## config.mk

```make
export PLATFORM = sky130hd
export DESIGN_NAME = ram_dump_ctrl
export DESIGN_NICKNAME = d
export VERILOG_FILES = /design/src/rtl/ram_dump_ctrl_pkg.sv /design/src/rtl/ram_dump_ctrl_fifo.sv /design/src/rtl/ram_dump_ctrl.sv
export SDC_FILE = /design/constraint.sdc
export NUM_CORES = 1
export LEC_CHECK = 0
export BUFFER_PORTS_ARGS = -buffer_cell sky130_fd_sc_hd__buf_2
export CORE_ASPECT_RATIO = 0.7
export CORE_UTILIZATION = 50
export DETAILED_ROUTE_END_ITERATION = 6
export GPL_TIMING_DRIVEN = 1
export HOLD_SLACK_MARGIN = 0.1
export PLACE_DENSITY_LB_ADDON = 0.1
export SLEW_MARGIN = 30
export SYNTH_ARGS = -nofsm -noshare
export SYNTH_HDL_FRONTEND = slang
export SYNTH_HIERARCHICAL = 1
export SYNTH_SLANG_ARGS = --single-unit
export TNS_END_PERCENT = 30
```

## constraint.sdc

```tcl
create_clock -name clk -period 4.4 [get_ports clk]
set_input_delay 0.44 -clock clk [delete_from_list [all_inputs] [get_ports clk]]
set_output_delay 0.44 -clock clk [all_outputs]
set_load 0.01 [all_outputs]
```

## src/rtl/ram_dump_ctrl_pkg.sv

```systemverilog
// Shared types and default dump window for the RAM dump controller.
// The defaults cover byte addresses 0..104 in 4-byte words (27 words).
package ram_dump_ctrl_pkg;

    typedef enum logic [1:0] {
        IDLE  = 2'd0,
        SCAN  = 2'd1,
        DRAIN = 2'd2
    } dumpState_e;

    localparam int unsigned DEF_START_ADDR = 0;
    localparam int unsigned DEF_END_ADDR   = 104;
    localparam int unsigned DEF_STEP       = 4;
    localparam int unsigned FIFO_DEPTH     = 2;

endpackage

```

## src/rtl/ram_dump_ctrl_fifo.sv

```systemverilog
// Two-entry output buffer holding {address, data} beats for the dump stream.
// Reset flushes the pointers and count; entry contents are left as they are.
module dump_fifo
    import ram_dump_ctrl_pkg::*;
#(
    parameter int unsigned WIDTH = 64
) (
    input  logic             clk,
    input  logic             reset,
    input  logic             push,
    input  logic             pop,
    input  logic [WIDTH-1:0] wrData,
    output logic [WIDTH-1:0] rdData,
    output logic             full,
    output logic             empty,
    output logic [1:0]       count
);

    logic [WIDTH-1:0] mem [FIFO_DEPTH];
    logic             wrPtr;
    logic             rdPtr;

    always_ff @(posedge clk) begin
        if (reset) begin
            wrPtr <= 1'b0;
            rdPtr <= 1'b0;
            count <= 2'd0;
        end else begin
            if (push) wrPtr <= ~wrPtr;
            if (pop)  rdPtr <= ~rdPtr;
            count <= count + 2'(push) - 2'(pop);
        end
    end

    always_ff @(posedge clk) begin
        if (push) mem[wrPtr] <= wrData;
    end

    assign rdData = mem[rdPtr];
    assign full   = (count == 2'd2);
    assign empty  = (count == 2'd0);

endmodule

```

## src/rtl/ram_dump_ctrl.sv

```systemverilog
// Walks a fixed byte-address window of a synchronous-read RAM and streams each
// word with its address through a valid/ready interface, one beat per cycle.
module ram_dump_ctrl
    import ram_dump_ctrl_pkg::*;
#(
    parameter int unsigned ADDR_W     = 32,
    parameter int unsigned DATA_W     = 32,
    parameter int unsigned START_ADDR = DEF_START_ADDR,
    parameter int unsigned END_ADDR   = DEF_END_ADDR,
    parameter int unsigned STEP       = DEF_STEP
) (
    input  logic              clk,
    input  logic              reset,
    input  logic              start,
    output logic              busy,
    output logic              done,
    output logic              ram_rd_en,
    output logic [ADDR_W-1:0] ram_addr,
    input  logic [DATA_W-1:0] ram_q,
    output logic              out_valid,
    input  logic              out_ready,
    output logic [DATA_W-1:0] out_data,
    output logic [ADDR_W-1:0] out_addr
);

    if (STEP == 0) begin : gBadStep
        $fatal(1, "ram_dump_ctrl: STEP must be non-zero");
    end else if (END_ADDR < START_ADDR) begin : gBadOrder
        $fatal(1, "ram_dump_ctrl: END_ADDR below START_ADDR");
    end else if (((END_ADDR - START_ADDR) % STEP) != 0) begin : gBadAlign
        $fatal(1, "ram_dump_ctrl: window is not a whole number of steps");
    end

    dumpState_e               state;
    logic [ADDR_W-1:0]        curAddr;
    logic                     rdVld_p1;
    logic [ADDR_W-1:0]        rdAddr_p1;
    logic                     fifoPush;
    logic                     fifoPop;
    logic                     fifoFull;
    logic                     fifoEmpty;
    logic [1:0]               fifoCount;
    logic [ADDR_W+DATA_W-1:0] fifoHead;
    logic [2:0]               occupancy;

    // Slots claimed after this cycle's pop, plus the read whose data is on ram_q.
    // Counting the pop lets a new read issue every cycle while the stream flows.
    assign occupancy = 3'(fifoCount) + 3'(rdVld_p1) - 3'(fifoPop);
    assign ram_rd_en = (state == SCAN) && (occupancy < 3'd2);
    assign ram_addr  = curAddr;

    always_ff @(posedge clk) begin
        if (reset) begin
            state    <= IDLE;
            busy     <= 1'b0;
            done     <= 1'b0;
            curAddr  <= '0;
            rdVld_p1 <= 1'b0;
        end else begin
            rdVld_p1 <= ram_rd_en;
            done     <= 1'b0;
            case (state)
                IDLE: begin
                    if (start && !done) begin
                        state   <= SCAN;
                        busy    <= 1'b1;
                        curAddr <= ADDR_W'(START_ADDR);
                    end
                end
                SCAN: begin
                    if (ram_rd_en) begin
                        if (curAddr == ADDR_W'(END_ADDR)) state <= DRAIN;
                        else curAddr <= curAddr + ADDR_W'(STEP);
                    end
                end
                DRAIN: begin
                    if (fifoPop && (fifoCount == 2'd1) && !rdVld_p1) begin
                        state <= IDLE;
                        busy  <= 1'b0;
                        done  <= 1'b1;
                    end
                end
                default: state <= IDLE;
            endcase
        end
    end

    // p1: address of the read in flight, paired with ram_q for the push
    always_ff @(posedge clk) begin
        if (ram_rd_en) rdAddr_p1 <= curAddr;
    end

    assign fifoPush = rdVld_p1;
    assign fifoPop  = out_valid & out_ready;

    dump_fifo #(
        .WIDTH (ADDR_W + DATA_W)
    ) uFifo (
        .clk    (clk),
        .reset  (reset),
        .push   (fifoPush),
        .pop    (fifoPop),
        .wrData ({rdAddr_p1, ram_q}),
        .rdData (fifoHead),
        .full   (fifoFull),
        .empty  (fifoEmpty),
        .count  (fifoCount)
    );

    assign out_valid = !fifoEmpty;
    assign out_data  = fifoEmpty ? '0 : fifoHead[DATA_W-1:0];
    assign out_addr  = fifoEmpty ? '0 : fifoHead[DATA_W +: ADDR_W];

    always_ff @(posedge clk) begin
        if (!reset) begin
            assert (!(fifoPush && fifoFull && !fifoPop))
                else $error("ram_dump_ctrl: output buffer overflow");
        end
    end

endmodule
```

## Yosys cells after proc, flatten, opt, wreduce, memory -nomap -nowiden

Memory sizes are Yosys's and may differ from the RTL's. A register that Yosys moved wholly into a read port is not among the register bits.
Cells that the tools add are included.

- RAM bits: 128
- Memories: 1
- Bits of input ports: 36
- Bits in registers: 73
- Output and inout bits: 100

- Eq/ne operators: 9
- Reduce and logical (&&, ||, !) cells: 15
- Bitwise logic cells: 4
- Multiplexer cells: 19
- Order comparisons: 1
- $add $sub $neg: 5

Memory list:

| name | depth | width | rd ports | clocked after memory_dff | wr ports | line | text |
|---|---|---|---|---|---|---|---|
| uFifo.mem | 2 | 64 | 1 | 1 | 1 | ram_dump_ctrl_fifo.sv:19 | `logic [WIDTH-1:0] mem [FIFO_DEPTH];` |

Operators by type and width:

| cell | count |
|---|---|
| 2-to-1 mux 32 bit | 5 |
| case mux 32 bit (2 select lines) | 1 |
| adder 32 x 3 -> 32 bit, second input constant | 1 |
| == test 32 x 7 -> 1 bit, second input constant | 1 |
| 2-to-1 mux 2 bit | 4 |
| != test 2 bit, second input constant | 4 |
| AND reduction 4 bit | 2 |
| 2-to-1 mux 1 bit | 7 |
| case mux 2 bit (3 select lines) | 1 |
| == test 2 x 1 -> 1 bit, second input constant | 2 |
| logical AND 1 bit | 4 |
| zero test 2 bit | 2 |
| nonzero test 2 bit | 2 |
| adder 2 x 1 -> 3 bit | 1 |
| zero test 1 bit | 3 |
| less-than comparator 3 x 2 -> 1 bit, second input constant | 1 |
| inverter 1 bit | 3 |
| AND reduction 3 bit | 1 |
| subtractor 3 x 1 -> 3 bit | 1 |
| adder 2 x 1 -> 2 bit | 1 |
| == test 2 bit, second input constant | 1 |
| != test 2 x 1 -> 1 bit, second input constant | 1 |
| case mux 1 bit (2 select lines) | 1 |
| OR reduction 2 bit | 1 |
| 2 further kinds | 2 |

## Longest topological paths before layout

- Depth after elaboration: 8
- Gate-level depth with buffers: 12
- Depth with buffers taken out: 10

## By module

Netlist, hierarchy kept.

By module, submodules not included:

| module | sequential area each (µm²) | cells each | area each (µm²) | times used |
|---|---|---|---|---|
| dump_fifo | 3943.8 | 220 | 5137.4 | 1 |
| ram_dump_ctrl | 1601.5 | 364 | 3525.9 | 1 |

## Worst setup path before layout

OpenSTA, ideal clock, no wires.

- Path type: flip-flop to flip-flop
- Start point: register rdVld_p1 (netlist: fifoPush)
- End point: memory uFifo.mem[0][0], enable pin
- Arrival: 3.255 ns
- Library setup time: 0.494 ns
- Path buffers: 0
- Cell stages (with the launch flop): 2
- Path slack: 0.651 ns
- Cells stage by stage: dfxtp_1 > nor2b_1

- Longest elaborated chain between the ends: 2

RTL lines:

| item | line | text |
|---|---|---|
| from (decl) | ram_dump_ctrl.sv:36 | `logic rdVld_p1;` |
| from (signal assigned) | ram_dump_ctrl.sv:60 | `rdVld_p1 <= ram_rd_en;` |
| 2-to-1 mux 1 bit | ram_dump_ctrl_fifo.sv:36 | `if (push) mem[wrPtr] <= wrData;` |
| 2-to-1 mux 1 bit (implied by the code) | ram_dump_ctrl_fifo.sv:36 |  |
| to (decl) | ram_dump_ctrl_fifo.sv:19 |  |

Every way passes these cells.

## Worst setup path in the final report

- Start point: register uFifo.count[1]
- End point: register curAddr[13] (netlist: ram_addr[13])

- Longest elaborated chain between the ends: 8
- Elaborated cells on any way between the ends: 9

RTL lines:

| item | line | text |
|---|---|---|
| from (decl) | ram_dump_ctrl_fifo.sv:16 | `output logic [1:0] count` |
| from (signal assigned) | ram_dump_ctrl_fifo.sv:31 | `count <= count + 2'(push) - 2'(pop);` |
| zero test 2 bit | ram_dump_ctrl_fifo.sv:41 | `assign empty = (count == 2'd0);` |
| named net fifoEmpty | ram_dump_ctrl.sv:41 | `logic fifoEmpty;` |
| zero test 1 bit | ram_dump_ctrl.sv:110 | `assign out_valid = !fifoEmpty;` |
| AND 1 bit | ram_dump_ctrl.sv:94 | `assign fifoPop = out_valid & out_ready;` |
| named net fifoPop | ram_dump_ctrl.sv:39 | `logic fifoPop;` |
| subtractor 3 x 1 -> 3 bit | ram_dump_ctrl.sv:48 | `assign occupancy = 3'(fifoCount) + 3'(rdVld_p1) - 3'(fifoPop);` |
| less-than comparator 3 x 2 -> 1 bit | ram_dump_ctrl.sv:49 | `assign ram_rd_en = (state == SCAN) && (occupancy < 3'd2);` |
| logical AND 1 bit | ram_dump_ctrl.sv:49 |  |
| != test 2 bit (no line) | -- |  |
| AND reduction 4 bit (no line) | -- |  |
| to (signal assigned) | ram_dump_ctrl.sv:67 | `curAddr <= ADDR_W'(START_ADDR);` |
| to (signal assigned) | ram_dump_ctrl.sv:73 | `else curAddr <= curAddr + ADDR_W'(STEP);` |
| to (decl) | ram_dump_ctrl.sv:35 | `logic [ADDR_W-1:0] curAddr;` |

The timed path passes the listed nets, and every way through them passes these cells.
A chain may end at the register's enable or synchronous reset.

==> results.sh <==
export IMPL_clock_power_share_pct=26.7
export IMPL_max_slew_margin_pct=36.6
export IMPL_gp_congestion=0.871
export IMPL_cts_buffers=17
export IMPL_drc_errors=0
export IMPL_hold_class="primary input to register"
export IMPL_clkSinkCount=198
export IMPL_period_needed_ns=3.39
export IMPL_crit_fanout=17
export IMPL_cp_end_kind="register"
export IMPL_slew_violations=0
export IMPL_grt_antenna_before_repair=0
export IMPL_dp_cells=921
export IMPL_area_growth_synth_to_final_pct=16.0
export IMPL_ys_warn_count=6
export IMPL_portBuffers=133
export IMPL_dr_first_iter_drc_count=517
export IMPL_crit_required_ns=4.75
export IMPL_p_sw_mw=1.79
export IMPL_period_share_pct=76.9
export IMPL_nets=757
export IMPL_cap_viol_max_count=0
export IMPL_post_cts_setup_buffers=0
export IMPL_initial_core_util_pct=52.0
export IMPL_htreeDepth=4
export IMPL_grt_max_degree=66
export IMPL_cellPowerDensity_mw_per_mm2=579
export IMPL_clkTransAtPathRegs_ns=0.07
export IMPL_drtPass1Iterations=5
export IMPL_drt_total_wl_um=17000
export IMPL_internal_power_mw=4.03
export IMPL_num_rows=39
export IMPL_die_area_mm2=0.0179
export IMPL_setup_tns_ns=0
export IMPL_fmax_mhz=295
export IMPL_power_mw=5.82
export IMPL_vias_per_cell=5.50
export IMPL_p_comb_share_pct=30.0
export IMPL_cp_start_kind="register"
export IMPL_root_buffer="clkbuf_16"
export IMPL_die_w_um=159
export IMPL_clk_path_buf_depth=2
export IMPL_cts_tree="done"
export IMPL_grt_pass1_vias=5124
export IMPL_worst_pin_slew_ns=0.951
export IMPL_grt_ovfl_total=0
export IMPL_status="complete, no violations"
export IMPL_clock_latency_ns=0.43
export IMPL_io_pins=136
export IMPL_syn_area_mm2=0.00866
export IMPL_layout_drive_gt1_share_pct=35.0
export IMPL_die_y_um=112
export IMPL_postCtsHoldBufs=0
export IMPL_hold_viol=0
export IMPL_core_area_mm2=0.0166
export IMPL_dr_total_vias=5239
export IMPL_critical_path_class="register to register"
export IMPL_p_leak_nw=3.76
export IMPL_setup_viol=0
export IMPL_synth_avg_cell_area_um2=14.8
export IMPL_switching_share_pct=30.8
export IMPL_dp_hpwl_um=11000
export IMPL_antenna_left=0
export IMPL_wire_per_inst_um=17.8
export IMPL_rsz0062_at_grt="no"
export IMPL_grt_pass1_wl_um=27200
export IMPL_n_antenna_cell=0
export IMPL_instances_no_fill=953
export IMPL_power_frac_seq_pct=43.2
export IMPL_cts_resized=0
export IMPL_finalClockSkew_ns=0.0108
export IMPL_vdd_drop_max_mv=0.647
export IMPL_whs_ns=0.196
export IMPL_cp_data_arrival_time_ns=3.73
export IMPL_netlist_instances=583
export IMPL_grt_usage_pct=19.9
==> cell usage in the layout, fill, tap and decap left out, types with 13 or more instances in the layout <==
cell type and n:
mux2_4 60, a21oi_1 20, nand4_1 21, o21ai_0 14, buf_2 133, nand2_1 13, clkbuf_16 17, inv_1 18
dfxtp_1 39, nor2b_1 68, nor2_1 18, edfxtp_1 158, nand3_1 13
==> per-stage QoR <==
step / util [%] / instance area (um2) / setup WS (ns)
finish: 60.4 / 10000 / 1.01
global route: 60.4 / 10000 / 0.823
CTS: 60.3 / 10000 / 1.01
detailed placement: 56.7 / 9440 / 1.01
global placement: 56.6 / 9410 / 1.16
floorplan: - / 8680 / 0.651
==> routing by layer <==
layer	GRT usage, %	share of wire [%]	vias up
met5	0	0	-
met4	4.42	0.89	0
met3	7.24	7.3	18
met2	31.3	47	179
met1	26.5	45	2583
li1	-	-	2459
==> state kept, by name, indices dropped and copies added, names as in the netlist, named ones only <==
| name | count |
|---|---|
| uFifo/count | 2 |
| busy | 1 |
| uFifo/wrPtr | 1 |
| done | 1 |
| fifoPush | 1 |
| ram_addr | 30 |
| uFifo/mem | 128 |
| state | 2 |
| rdAddr_p1 | 30 |
| uFifo/rdPtr | 1 |
==> path summary, 6_finish.rpt <==
| check | start | end | slack [ns] | cells after the start |
|---|---|---|---|---|
| setup reg to reg | uFifo/count[1] | ram_addr[13] | 1.01 | 10 |
| hold / removal | ram_q[7] | uFifo/mem[1][7] | 0.20 | 1 |
| hold reg to reg | rdAddr_p1[12] | uFifo/mem[0][44] | 0.44 | 0 |
| setup / recovery | uFifo/count[1] | ram_addr[13] | 1.01 | 10 |
==> worst max-delay path, cell delays in order (launching register included) <==
cell and delay [ns]:
dfxtp_1 0.48, nor2_4 0.05, nor2b_1 0.31, ha_1 0.30, nor2b_1 0.14, fa_1 0.49, o32ai_4 0.37, o41ai_4 0.27
buf_4 0.27, or4_1 0.47, a21oi_1 0.15
==> power groups by stage <==
stage	Combinational, mW	Clock, mW	Sequential [mW]
final	1.75	1.55	2.52
after global routing	1.91	1.66	2.55
after CTS	1.78	1.59	2.52
after detailed placement	1.78	0	2.56
after global placement	1.68	0	2.60
after floorplan	1.34	0	2.48
==> area by class of cell <==
class,count,area [um2]
fill,1349,6600
sequential,198,5550
clock buffer,17,425
multi-input combinational,339,2810
inverter,18,67.6
clock inverter,15,168
timing repair buffer,141,746
tap,225,282
Power figures use the tool's default switching activity.
